--- src/rtl/sr_ignition_pkg.sv ---
// Shared definitions for the SIE ignition monitor: phase encodings, Q14 levels,
// the event record layout and the record-building helper.
package sr_ignition_pkg;

   localparam logic [2:0] PH_BASELINE   = 3'd0;
   localparam logic [2:0] PH_ARM        = 3'd1;
   localparam logic [2:0] PH_PRIME      = 3'd2;
   localparam logic [2:0] PH_BUILD      = 3'd3;
   localparam logic [2:0] PH_IGNITE     = 3'd4;
   localparam logic [2:0] PH_SUSTAIN    = 3'd5;
   localparam logic [2:0] PH_REFRACTORY = 3'd6;

   localparam int Q14_FRAC      = 14;
   localparam int Q14_ONE       = 1 << Q14_FRAC;
   localparam int Q14_PLV_MARK  = 11469;  // 0.70
   localparam int Q14_GAIN_MARK = 8192;   // 0.50

   localparam int PEAK_W   = 18;
   localparam int LEAD_W   = 16;
   localparam int ACTIVE_W = 20;
   localparam int FLAGS_W  = 3;

   // flags = {seq_error, no_gain_cross, gain_first}
   typedef struct packed {
      logic [LEAD_W-1:0]          lead;
      logic signed [PEAK_W-1:0]   peak;
      logic [ACTIVE_W-1:0]        active;
      logic [FLAGS_W-1:0]         flags;
   } sie_rec_t;

   // Holding a phase, stepping forward by one, or wrapping 6->0 is legal.
   function automatic logic phase_step_legal(input logic [2:0] prev, input logic [2:0] cur);
      logic ok;
      ok = (cur == prev)
         || ((prev <= PH_SUSTAIN) && (cur == prev + 3'd1))
         || ((prev == PH_REFRACTORY) && (cur == PH_BASELINE));
      return ok;
   endfunction

   function automatic sie_rec_t make_rec(
      input logic                     gain_hit,
      input logic                     plv_hit,
      input logic [ACTIVE_W-1:0]      gain_t,
      input logic [ACTIVE_W-1:0]      plv_t,
      input logic signed [PEAK_W-1:0] peak,
      input logic [ACTIVE_W-1:0]      active,
      input logic                     seq_err
   );
      sie_rec_t            r;
      logic [ACTIVE_W-1:0] diff;
      diff     = gain_t - plv_t;
      r.peak   = peak;
      r.active = active;
      r.lead   = '0;
      if (gain_hit && plv_hit && (gain_t > plv_t)) begin
         if (|diff[ACTIVE_W-1:LEAD_W]) r.lead = '1;
         else                          r.lead = diff[LEAD_W-1:0];
      end
      // A missing PLV crossing with a gain crossing also counts as gain-first.
      r.flags = {seq_err, ~gain_hit, gain_hit & (~plv_hit | (gain_t <= plv_t))};
      return r;
   endfunction

endpackage

--- src/rtl/sr_event_fifo.sv ---
// Record FIFO with a registered head. Capacity is DEPTH records including the
// one shown at the head; after a pop the next record is shown one cycle later.
module sr_event_fifo
   import sr_ignition_pkg::*;
#(
   parameter int DEPTH = 4
) (
   input  logic     clk,
   input  logic     rst,
   input  logic     push,
   input  sie_rec_t push_rec,
   input  logic     pop,
   output logic     full,
   output logic     empty,
   output logic     head_valid,
   output sie_rec_t head
);

   localparam int AW = (DEPTH > 1) ? $clog2(DEPTH) : 1;
   localparam logic [AW:0] DEPTH_CNT = DEPTH[AW:0];

   sie_rec_t      mem [DEPTH];
   logic [AW-1:0] wr_ptr_q, rd_ptr_q;
   logic [AW:0]   count_q;
   logic          head_valid_q;
   sie_rec_t      head_q;
   logic          pop_ok, push_ok;

   assign full       = (count_q == DEPTH_CNT);
   assign empty      = (count_q == '0);
   assign pop_ok     = pop & head_valid_q;
   // When full, a push only lands if the head leaves on the same edge.
   assign push_ok    = push & (~full | pop_ok);
   assign head_valid = head_valid_q;
   assign head       = head_q;

   // Storage write; contents are don't-care until counted in.
   always_ff @(posedge clk) begin
      if (push_ok) mem[wr_ptr_q] <= push_rec;
   end

   // Pointers and occupancy.
   always_ff @(posedge clk or posedge rst) begin
      if (rst) begin
         wr_ptr_q <= '0;
         rd_ptr_q <= '0;
         count_q  <= '0;
      end else begin
         if (push_ok) wr_ptr_q <= wr_ptr_q + AW'(1);
         if (pop_ok)  rd_ptr_q <= rd_ptr_q + AW'(1);
         case ({push_ok, pop_ok})
            2'b10:   count_q <= count_q + 1'b1;
            2'b01:   count_q <= count_q - 1'b1;
            default: count_q <= count_q;
         endcase
      end
   end

   // Head register; drops valid on a pop so the same record is never taken twice.
   always_ff @(posedge clk or posedge rst) begin
      if (rst) begin
         head_q       <= '0;
         head_valid_q <= 1'b0;
      end else begin
         head_q       <= mem[rd_ptr_q];
         head_valid_q <= (count_q != '0) && !pop_ok;
      end
   end

endmodule

--- src/rtl/sr_ignition_monitor.sv ---
// Passive monitor for the SIE ignition controller: checks the phase sequence,
// measures each ignition event and queues one record per event.
module sr_ignition_monitor
   import sr_ignition_pkg::*;
#(
   parameter int WIDTH     = 18,
   parameter int FRAC      = Q14_FRAC,
   parameter int DEPTH     = 4,
   parameter int PLV_MARK  = Q14_PLV_MARK,
   parameter int GAIN_MARK = Q14_GAIN_MARK
) (
   input  logic                    clk,
   input  logic                    rst,
   input  logic                    clk_en,
   input  logic [2:0]              ignition_phase,
   input  logic signed [WIDTH-1:0] gain_envelope,
   input  logic signed [WIDTH-1:0] plv_envelope,
   output logic                    rec_valid,
   input  logic                    rec_ready,
   output logic [15:0]             rec_lead,
   output logic signed [WIDTH-1:0] rec_peak_gain,
   output logic [19:0]             rec_active,
   output logic [2:0]              rec_flags,
   output logic [15:0]             event_count,
   output logic [7:0]              drop_count,
   output logic                    seq_error
);

   if (WIDTH != PEAK_W || FRAC <= 0 || FRAC >= WIDTH || DEPTH < 2 || DEPTH > 16
       || (DEPTH & (DEPTH - 1)) != 0) begin : g_bad_params
      $error("sr_ignition_monitor: unsupported parameter set");
   end

   localparam logic [1:0] ST_IDLE  = 2'd0;
   localparam logic [1:0] ST_TRACK = 2'd1;
   localparam logic [1:0] ST_COOL  = 2'd2;

   localparam logic signed [WIDTH-1:0] PLV_LVL  = WIDTH'(PLV_MARK);
   localparam logic signed [WIDTH-1:0] GAIN_LVL = WIDTH'(GAIN_MARK);

   logic [1:0]              state_q, state_d;
   logic [2:0]              prev_ph_q;
   logic [ACTIVE_W-1:0]     active_q, active_d;
   logic [ACTIVE_W-1:0]     plv_t_q, plv_t_d, gain_t_q, gain_t_d;
   logic                    plv_hit_q, plv_hit_d, gain_hit_q, gain_hit_d;
   logic signed [WIDTH-1:0] peak_q, peak_d;
   logic                    seq_error_q, seq_err_d;
   logic [15:0]             event_count_q;
   logic [7:0]              drop_count_q;

   logic     changed, legal, plv_cross, gain_cross;
   logic     push, rec_seq_err, pop, fifo_full, fifo_empty;
   sie_rec_t push_rec, head_rec;

   assign changed    = (ignition_phase != prev_ph_q);
   assign legal      = phase_step_legal(prev_ph_q, ignition_phase);
   assign plv_cross  = (plv_envelope >= PLV_LVL);
   assign gain_cross = (gain_envelope >= GAIN_LVL);
   assign push_rec   = make_rec(gain_hit_q, plv_hit_q, gain_t_q, plv_t_q, peak_q, active_q,
                                rec_seq_err);
   // A valid head implies a non-empty FIFO; the empty term is a safety net only.
   assign pop        = rec_valid & rec_ready & ~fifo_empty;

   // Event FSM and trackers; the 0->1 sample is the first tracked sample (count 0).
   always_comb begin
      state_d     = state_q;
      active_d    = active_q;
      plv_t_d     = plv_t_q;
      gain_t_d    = gain_t_q;
      plv_hit_d   = plv_hit_q;
      gain_hit_d  = gain_hit_q;
      peak_d      = peak_q;
      push        = 1'b0;
      rec_seq_err = 1'b0;
      seq_err_d   = 1'b0;
      if (clk_en) begin
         case (state_q)
            ST_IDLE: begin
               if (changed) begin
                  if (prev_ph_q == PH_BASELINE && ignition_phase == PH_ARM) begin
                     state_d    = ST_TRACK;
                     active_d   = ACTIVE_W'(1);
                     peak_d     = gain_envelope;
                     plv_hit_d  = plv_cross;
                     plv_t_d    = '0;
                     gain_hit_d = gain_cross;
                     gain_t_d   = '0;
                  end else if (ignition_phase != PH_BASELINE || !legal) begin
                     seq_err_d = 1'b1;
                  end
               end
            end
            ST_TRACK: begin
               if (changed && prev_ph_q == PH_SUSTAIN && ignition_phase == PH_REFRACTORY) begin
                  push    = 1'b1;
                  state_d = ST_COOL;
               end else if (changed && !legal) begin
                  push        = 1'b1;
                  rec_seq_err = 1'b1;
                  seq_err_d   = 1'b1;
                  state_d     = ST_IDLE;
               end else begin
                  if (active_q != '1) active_d = active_q + ACTIVE_W'(1);
                  if (gain_envelope > peak_q) peak_d = gain_envelope;
                  if (!plv_hit_q && plv_cross) begin
                     plv_hit_d = 1'b1;
                     plv_t_d   = active_q;
                  end
                  if (!gain_hit_q && gain_cross) begin
                     gain_hit_d = 1'b1;
                     gain_t_d   = active_q;
                  end
               end
            end
            ST_COOL: begin
               if (changed) begin
                  state_d = ST_IDLE;
                  if (!legal) seq_err_d = 1'b1;
               end
            end
            default: state_d = ST_IDLE;
         endcase
      end
   end

   // State, trackers and the registered error pulse.
   always_ff @(posedge clk or posedge rst) begin
      if (rst) begin
         state_q     <= ST_IDLE;
         prev_ph_q   <= PH_BASELINE;
         active_q    <= '0;
         plv_t_q     <= '0;
         gain_t_q    <= '0;
         plv_hit_q   <= 1'b0;
         gain_hit_q  <= 1'b0;
         peak_q      <= '0;
         seq_error_q <= 1'b0;
      end else begin
         if (clk_en) prev_ph_q <= ignition_phase;
         state_q     <= state_d;
         active_q    <= active_d;
         plv_t_q     <= plv_t_d;
         gain_t_q    <= gain_t_d;
         plv_hit_q   <= plv_hit_d;
         gain_hit_q  <= gain_hit_d;
         peak_q      <= peak_d;
         seq_error_q <= seq_err_d;
      end
   end

   // Push attempts and drops; drop count sticks at its maximum.
   always_ff @(posedge clk or posedge rst) begin
      if (rst) begin
         event_count_q <= '0;
         drop_count_q  <= '0;
      end else if (push) begin
         event_count_q <= event_count_q + 16'd1;
         if (fifo_full && !pop && drop_count_q != 8'hFF) drop_count_q <= drop_count_q + 8'd1;
      end
   end

   sr_event_fifo #(
      .DEPTH (DEPTH)
   ) u_fifo (
      .clk        (clk),
      .rst        (rst),
      .push       (push),
      .push_rec   (push_rec),
      .pop        (pop),
      .full       (fifo_full),
      .empty      (fifo_empty),
      .head_valid (rec_valid),
      .head       (head_rec)
   );

   assign rec_lead      = head_rec.lead;
   assign rec_peak_gain = head_rec.peak;
   assign rec_active    = head_rec.active;
   assign rec_flags     = head_rec.flags;
   assign event_count   = event_count_q;
   assign drop_count    = drop_count_q;
   assign seq_error     = seq_error_q;

endmodule

--- config.mk ---
export PLATFORM = sky130hd
export DESIGN_NAME = sr_ignition_monitor
export DESIGN_NICKNAME = d
export VERILOG_FILES = /design/src/rtl/sr_ignition_pkg.sv /design/src/rtl/sr_event_fifo.sv /design/src/rtl/sr_ignition_monitor.sv
export SDC_FILE = /design/constraint.sdc
export NUM_CORES = 1
export LEC_CHECK = 0
export ABC_AREA = 1
export BUFFER_PORTS_ARGS = -buffer_cell sky130_fd_sc_hd__buf_2
export CAP_MARGIN = 40
export CORE_MARGIN = 5
export CORE_UTILIZATION = 63
export DETAILED_ROUTE_END_ITERATION = 8
export PLACE_DENSITY = 0.92
export SETUP_SLACK_MARGIN = 0.15
export SLEW_MARGIN = 20
export SYNTH_ARGS = -nofsm -noshare
export SYNTH_HDL_FRONTEND = slang
export SYNTH_SLANG_ARGS = --single-unit
--- constraint.sdc ---
create_clock -name clk -period 10.4 [get_ports clk]
set_input_delay 1.04 -clock clk [delete_from_list [all_inputs] [get_ports clk]]
set_output_delay 1.04 -clock clk [all_outputs]
set_load 0.02 [all_outputs]
**Word-level counts from Yosys, hierarchy flattened**

Memory sizes are Yosys's and may differ from the RTL's. A register that Yosys moved wholly into a read port is not among the register bits.
Index checks and enable logic that the tools add are counted.

- $add $sub $neg: 9
- Order comparisons: 6
- Equal/unequal tests: 24
- Muxes and demuxes: 59
- Bitwise gates (word level): 11
- Reduce and logical (&&, ||, !) cells: 36

Operator list:

| operator | number |
|---|---|
| $mux 20 | 13 |
| $pmux 20 s2 | 3 |
| $mux 18 | 5 |
| $ge 18x15->1 const B | 2 |
| $pmux 18 s2 | 1 |
| $mux 16 | 2 |
| $reduce_and 7->1 | 4 |
| $mux 1 | 25 |
| $add 20x1->20 const B | 1 |
| $gt 20x20->1 | 1 |
| $le 20x20->1 | 1 |
| $ne 20x20->1 const B | 1 |
| $sub 20x20->20 | 1 |
| $gt 18x18->1 | 1 |
| $ne 2x2->1 const B | 9 |
| $add 16x1->16 const B | 1 |
| $logic_and 1x1->1 | 13 |
| $eq 3x3->1 const B | 4 |
| $mux 2 | 5 |
| $logic_not 3->1 | 3 |
| $add 8x1->8 const B | 1 |
| $ne 8x8->1 const B | 1 |
| $add 3x1->3 const B | 2 |
| $eq 3x3->1 | 2 |
| other kinds (23) | 43 |

- Flip-flop bits (word level): 118
- Bits in writable memories: 228
- Input bits: 43
- Output and inout port bits: 83
- Word-level logic and storage cells: 161
- Memories kept: 1

Memories:

| name | words | width | rd ports | clocked after memory_dff | wr ports | line | source |
|---|---|---|---|---|---|---|---|
| u_fifo.mem | 4 | 57 | 1 | 1 | 1 | sr_event_fifo.sv:22 | `sie_rec_t mem [DEPTH];` |

**Longest topological paths before layout**

- Depth after elaboration: 14
- Gate-level depth with buffers: 19
- Mapped depth without buffers: 19

**By module**

A second synthesis with hierarchy kept.

- Cells, all modules: 1834
- Area, all modules: 18184.9 µm²

By module, submodules not included:

| module | instances | cells each | area an instance (µm²) | seq. area each (µm²) |
|---|---|---|---|---|
| sr_event_fifo | 1 | 671 | 10339.9 | 8473.1 |
| sr_ignition_monitor | 1 | 1163 | 7845.0 | 2752.6 |

**Worst setup path before layout**

OpenSTA, ideal clock, no wires.

- Kind: input -> register
- From: input port ignition_phase[2]
- To: memory u_fifo.mem[0][0] in the netlist's numbering, enable pin
- Setup time: 472 ps
- Arrival time: 4268 ps
- Required time: 9928 ps
- Slack: 5660 ps
- Stages: 12
- Buffers on the path: 0
- Path through: inv_2 -> nand2_1 -> nand2_1 -> nand3_2 -> nand2_1 -> inv_2 -> nand2_1 -> nand2_1 -> nand2_1 -> nor2_2 -> nand2_1 -> nor2_1

- Cells in the longest elaborated chain, start to end: 13
- Elaborated cells on any way between the ends: 20
- Those cells by class: eq/ne (4); mux (6); bitwise (1); reduce/logical (9)

RTL lines:

| what | line | source |
|---|---|---|
| start: declaration | sr_ignition_monitor.sv:15 | `input logic [2:0] ignition_phase,` |
| $eq 3x3->1 | sr_ignition_pkg.sv:35 | `\|\| ((prev <= PH_SUSTAIN) && (cur == prev + 3'd1))` |
| $logic_and 1x1->1 | sr_ignition_pkg.sv:35 |  |
| $logic_or 1x1->1 | sr_ignition_pkg.sv:35 |  |
| $logic_or 1x1->1 | sr_ignition_pkg.sv:36 | `\|\| ((prev == PH_REFRACTORY) && (cur == PH_BASELINE));` |
| $logic_not 1->1 | - |  |
| $logic_and 1x1->1 | sr_ignition_monitor.sv:97 | `end else if (changed && !legal) begin` |
| $mux 1 | sr_ignition_monitor.sv:97 |  |
| $mux 1 (*) | sr_ignition_monitor.sv:94 | `if (changed && prev_ph_q == PH_SUSTAIN && ignition_phase == PH_REFRACTORY) begin` |
| $mux 1 (*) | sr_ignition_monitor.sv:77 | `case (state_q)` |
| $mux 1 (*) | sr_ignition_monitor.sv:76 | `if (clk_en) begin` |
| $and 1x1->1 (*) | sr_event_fifo.sv:33 | `assign push_ok = push & (~full \| pop_ok);` |
| $mux 1 (*) | sr_event_fifo.sv:39 | `if (push_ok) mem[wr_ptr_q] <= push_rec;` |
| $mux 1 (not written as such) (*) | sr_event_fifo.sv:39 |  |
| end: declaration | sr_event_fifo.sv:22 |  |

Mark *: on every way between the ends. The rest lies on a longest branch, timed or not.

**Final worst setup path**

- From: register prev_ph_q[0]
- To: memory u_fifo.mem[1][10] in the netlist's numbering, enable pin

- Cells in the longest elaborated chain, start to end: 14
- Elaborated cells on any way between the ends: 22
- Those cells by class: add/sub (1); order compare (1); eq/ne (5); mux (6); bitwise (1); reduce/logical (8)

RTL lines:

| what | line | source |
|---|---|---|
| start: declaration | sr_ignition_monitor.sv:42 | `logic [2:0] prev_ph_q;` |
| start signal: assignment | sr_ignition_monitor.sv:139 | `if (clk_en) prev_ph_q <= ignition_phase;` |
| $add 3x1->3 | sr_ignition_pkg.sv:35 |  |
| $eq 3x3->1 | sr_ignition_pkg.sv:35 |  |
| $logic_and 1x1->1 | sr_ignition_pkg.sv:35 |  |
| $logic_or 1x1->1 | sr_ignition_pkg.sv:35 |  |
| $logic_or 1x1->1 | sr_ignition_pkg.sv:36 |  |
| $logic_not 1->1 | - |  |
| $logic_and 1x1->1 | sr_ignition_monitor.sv:97 |  |
| $mux 1 | sr_ignition_monitor.sv:97 |  |
| $mux 1 (*) | sr_ignition_monitor.sv:94 |  |
| $mux 1 (*) | sr_ignition_monitor.sv:77 |  |
| $mux 1 (*) | sr_ignition_monitor.sv:76 |  |
| $and 1x1->1 (*) | sr_event_fifo.sv:33 |  |
| $mux 1 (*) | sr_event_fifo.sv:39 |  |
| $mux 1 (not written as such) (*) | sr_event_fifo.sv:39 |  |

Marks and branches as above.

==> run_results.csv <==
group,metric,value,unit
outcome,status,"finished clean",
critical_path,r2r_setup_slack,6.89,ns
place,dpl_cell_area,0.01898,mm²
place,io_buffers,125,
clock_tree,clock_path_buffers,3,
yosys,synth_common_cells,"346 x nand2_1, 228 x edfxtp_1, 212 x nor2_1",
timing,slew_viol_final,0,
cells_and_area,num-nets-final,1985,
timing,rsz0062_at_grt,"no",
power,p_clk_frac,0.266,
yosys,seq_area_frac_synth,0.6223,
clock_tree,post_cts_buffers,0,
timing,fin_skew,0.02302,ns
route,firstDrtPassIters,5,
cells_and_area,drive_gt1_frac,0.1343,
critical_path,worstPathMaxFanout,57,
floorplan,row_count,62,
yosys,synth_nets,1868,
yosys,syn_area_per_cell,10.17,µm²
route,vias_per_cell,6.009,
critical_path,crit_family,"simple AND/OR/NAND/NOR gates",
clock_tree,cts_tree,"yes",
yosys,yosys-top-cells-area,"edfxtp_1 38%, dfrtp_1 24%, nand2_1 7.2%",
power,power.total,0.005837,W
clock_tree,cts_sinks,403,
route,routedWlPerCell,19.16,µm
yosys,synth-main-ff-cell,"edfxtp_1",
yosys,synth-edff-count,228,
critical_path,critPathKind,"flop to flop",
floorplan,dieArea,0.03212,mm²
timing,fin_crit,3.508,ns
critical_path,critPathMostFrequentCell,"nand2_1",
timing,fmax,0.2851,GHz
timing,finalSetupViolCount,0,
timing,whs,0.4719,ns
critical_path,r2r_start,"prev_ph_q[0]$_DFFE_PP0P_",
worst_hold_path,hp-start,"plv_t_q[14]$_DFFE_PP0P_",
yosys,synth-xor-area-share,0.02379,
yosys,yosysWarnings,0,
cells_and_area,area_delta_synth_final,13.89,%
floorplan,num_io_pins,126,
timing,hold_viol_final,0,
job,timing.max_cap.violations,0,
power,switching_share,0.3883,
grt,grt.total_usage,0.2713,
power,internal_power,0.003571,W
yosys,synth-adder-area-share,0.03620,
clock_tree,ctsResizeCount,0,
yosys,synthDistinctLibCells,41,
clock_tree,cts_buffers,40,
route,drt-initial-drc-count,1743,
critical_path,required,10.54,ns
power,peakVddDrop,0.0001592,V
floorplan,initial_core_util,0.6336,
floorplan,fp.dieH,179.2,µm
floorplan,core_area,0.02847,mm²
cells_and_area,antennaDiodeCount,0,
clock_tree,root_buffer,"clkbuf_16",
critical_path,critPathBufInv,3,
critical_path,worstReg2RegEnd,"u_fifo.mem[1][10]$_DFFE_PP_",
timing,worstMarginPinSlew,0.8572,ns
critical_path,cpPeakStageDelay,0.67,ns
power,cellPowerDensity,284.1,mW/mm²
yosys,async_flop_share,0.4342,
yosys,synth-seq-cells,403,
timing,fin_tns_setup,0,ns
critical_path,r2r_cells,15,
route,vias,13850,
yosys,yosysTopAreaCellShare,0.3795,
power,comb_power_share,0.358,
worst_hold_path,hold_path_class,"flop to flop",
grt,grt_max_degree,88,
clock_tree,path_clk_slew,0.06,ns
yosys,synthMuxAreaShare,0,
grt,antenna_found_initial,0,
critical_path,end_kind,"flop",
critical_path,arrival,3.65,ns
timing,relSlewSlack,0.4285,
worst_hold_path,min_path_cells,2,
grt,grt_pass1_vias,13780,
clock_tree,insertion_delay,0.54,ns
place,place.gp.congestion,0.9338,
route,ant_nets,0,
yosys,synth_compound_gate_area_share,0.08718,
power,seq_power_share,0.376,
worst_hold_path,min_to,"plv_t_q[14]$_DFFE_PP0P_",
power,p_leak,9.036,nW
yosys,synth_area,0.01804,mm²
yosys,syn-instance-count,1774,
grt,grt_pass1_wl,69460,µm
critical_path,cp_cell_sequence,"inv_1 -> ha_1 -> inv_1 -> nand2_1 -> nand2_1 -> nand2_1 -> nor2_1 -> nand2_1 -> nand2_1 -> nand2_1 -> nand2_1 -> nor2_2 -> nand2_1 -> nor2_4 -> buf_4",
timing,finalCritPeriodShare,0.3373,
clock_tree,cts_hold_buf,0,
yosys,synth_top_family_by_area,"simple AND/OR/NAND/NOR gates",
yosys,synth_top_cell_by_area,"edfxtp_1",
floorplan,die_x,179.2,µm
route,wl,44160,µm
grt,grt_overflow,0,
cells_and_area,fin_area,0.02054,mm²
critical_path,start_kind,"flop",
place,hpwl,26730,µm
yosys,synth_simple_gate_area_frac,0.1764,
clock_tree,htreeDepth,2,
yosys,yosysMostFrequentCell,"nand2_1",
critical_path,slowest_stage,"buf_4",
route,drc,0,
power,p_sw,0.002266,W
metrics by stage:
stage	cells	setup WS [ns]	util
final	2305	6.892	0.7216
after global routing	2305	6.599	0.7216
after CTS	2299	6.821	0.7169
after detailed placement	2227	6.421	0.6667
after global placement	2226	6.520	0.6659
after floorplan	1774	4.615	-
routing by layer:
metal | wire length [µm] | GRT usage | part of all wire
met5 | 0 | 0 | 0
met4 | 1557 | 0.1025 | 0.035
met3 | 3892 | 0.04365 | 0.088
met2 | 21890 | 0.4628 | 0.50
met1 | 16820 | 0.3531 | 0.38
flip-flops by register name, summed over array words and instances (netlist names), 2 cells and up:
signal,cells
u_fifo.mem,228
u_fifo.head,57
active_q,20
gain_t_q,20
plv_t_q,20
peak_q,18
event_count,16
drop_count,8
prev_ph_q,3
u_fifo.count_q,3
state_q,2
u_fifo.rd_ptr_q,2
u_fifo.wr_ptr_q,2
cell type report:
class,instances,area [µm²]
clock buffer,49,1116
clock inverter,23,315.3
fill,1760,7925
inverter,179,676.9
multi-input combinational,1124,5867
sequential,403,11230
tap,384,480.5
timing repair buffer,143,862.1
placed cells by master, fill, tap and decap left out, drive strengths merged, types with 36 or more instances in the layout:
| cell | n |
|---|---|
| nand2 | 351 |
| edfxtp | 228 |
| nor2 | 222 |
| inv | 181 |
| dfrtp | 175 |
| o21ai | 160 |
| buf | 143 |
| nand3 | 122 |
| o22ai | 58 |
| ha | 49 |
| clkbuf | 49 |
| xor2 | 38 |
| a21oi | 36 |
kinds of logic (layout without fill, tap and decap cells):
group | count (synthesis) | count (layout)
DFF | 403 | 403
AOI/OAI and AO/OA | 275 | 275
xor gates and xnor gates | 49 | 49
adders and majority gates | 51 | 51
and+or+nand+nor | 749 | 749
buffers and inverters | 247 | 394
worst reg2reg max path: cells and delay by family (launching register included):
family / cells / cell delay (ns)
adder cells (fa/ha/maj): 1 / 0.32
buffers and inverters: 3 / 0.85
flip-flops: 1 / 0.44
AND/OR/NAND/NOR: 11 / 1.47
power groups by stage:
stage | registers (W) | clock network [W] | logic (W)
floorplan | 0.00232 | 0 | 0.00130
global placement | 0.00219 | 0 | 0.00186
detailed placement | 0.00221 | 0 | 0.00197
CTS | 0.00219 | 0.00156 | 0.00202
global route | 0.00222 | 0.00163 | 0.00228
finish | 0.00219 | 0.00155 | 0.00209
worst max path at each step:
stage                                   startpoint                           to  slack, ns  cells after the start
after floorplan                                rst      active_q[0]$_DFFE_PP0P_       4.61                      1
after global placement           ignition_phase[2]  u_fifo.mem[3][11]$_DFFE_PP_       6.52                     14
after detailed placement         ignition_phase[2]  u_fifo.mem[3][11]$_DFFE_PP_       6.42                     14
after CTS                 prev_ph_q[0]$_DFFE_PP0P_  u_fifo.mem[3][10]$_DFFE_PP_       6.82                     15
after global routing      prev_ph_q[0]$_DFFE_PP0P_  u_fifo.mem[1][10]$_DFFE_PP_       6.60                     15
final                     prev_ph_q[0]$_DFFE_PP0P_  u_fifo.mem[1][10]$_DFFE_PP_       6.89                     15
Note: power is estimated with default switching activity, not from simulation.
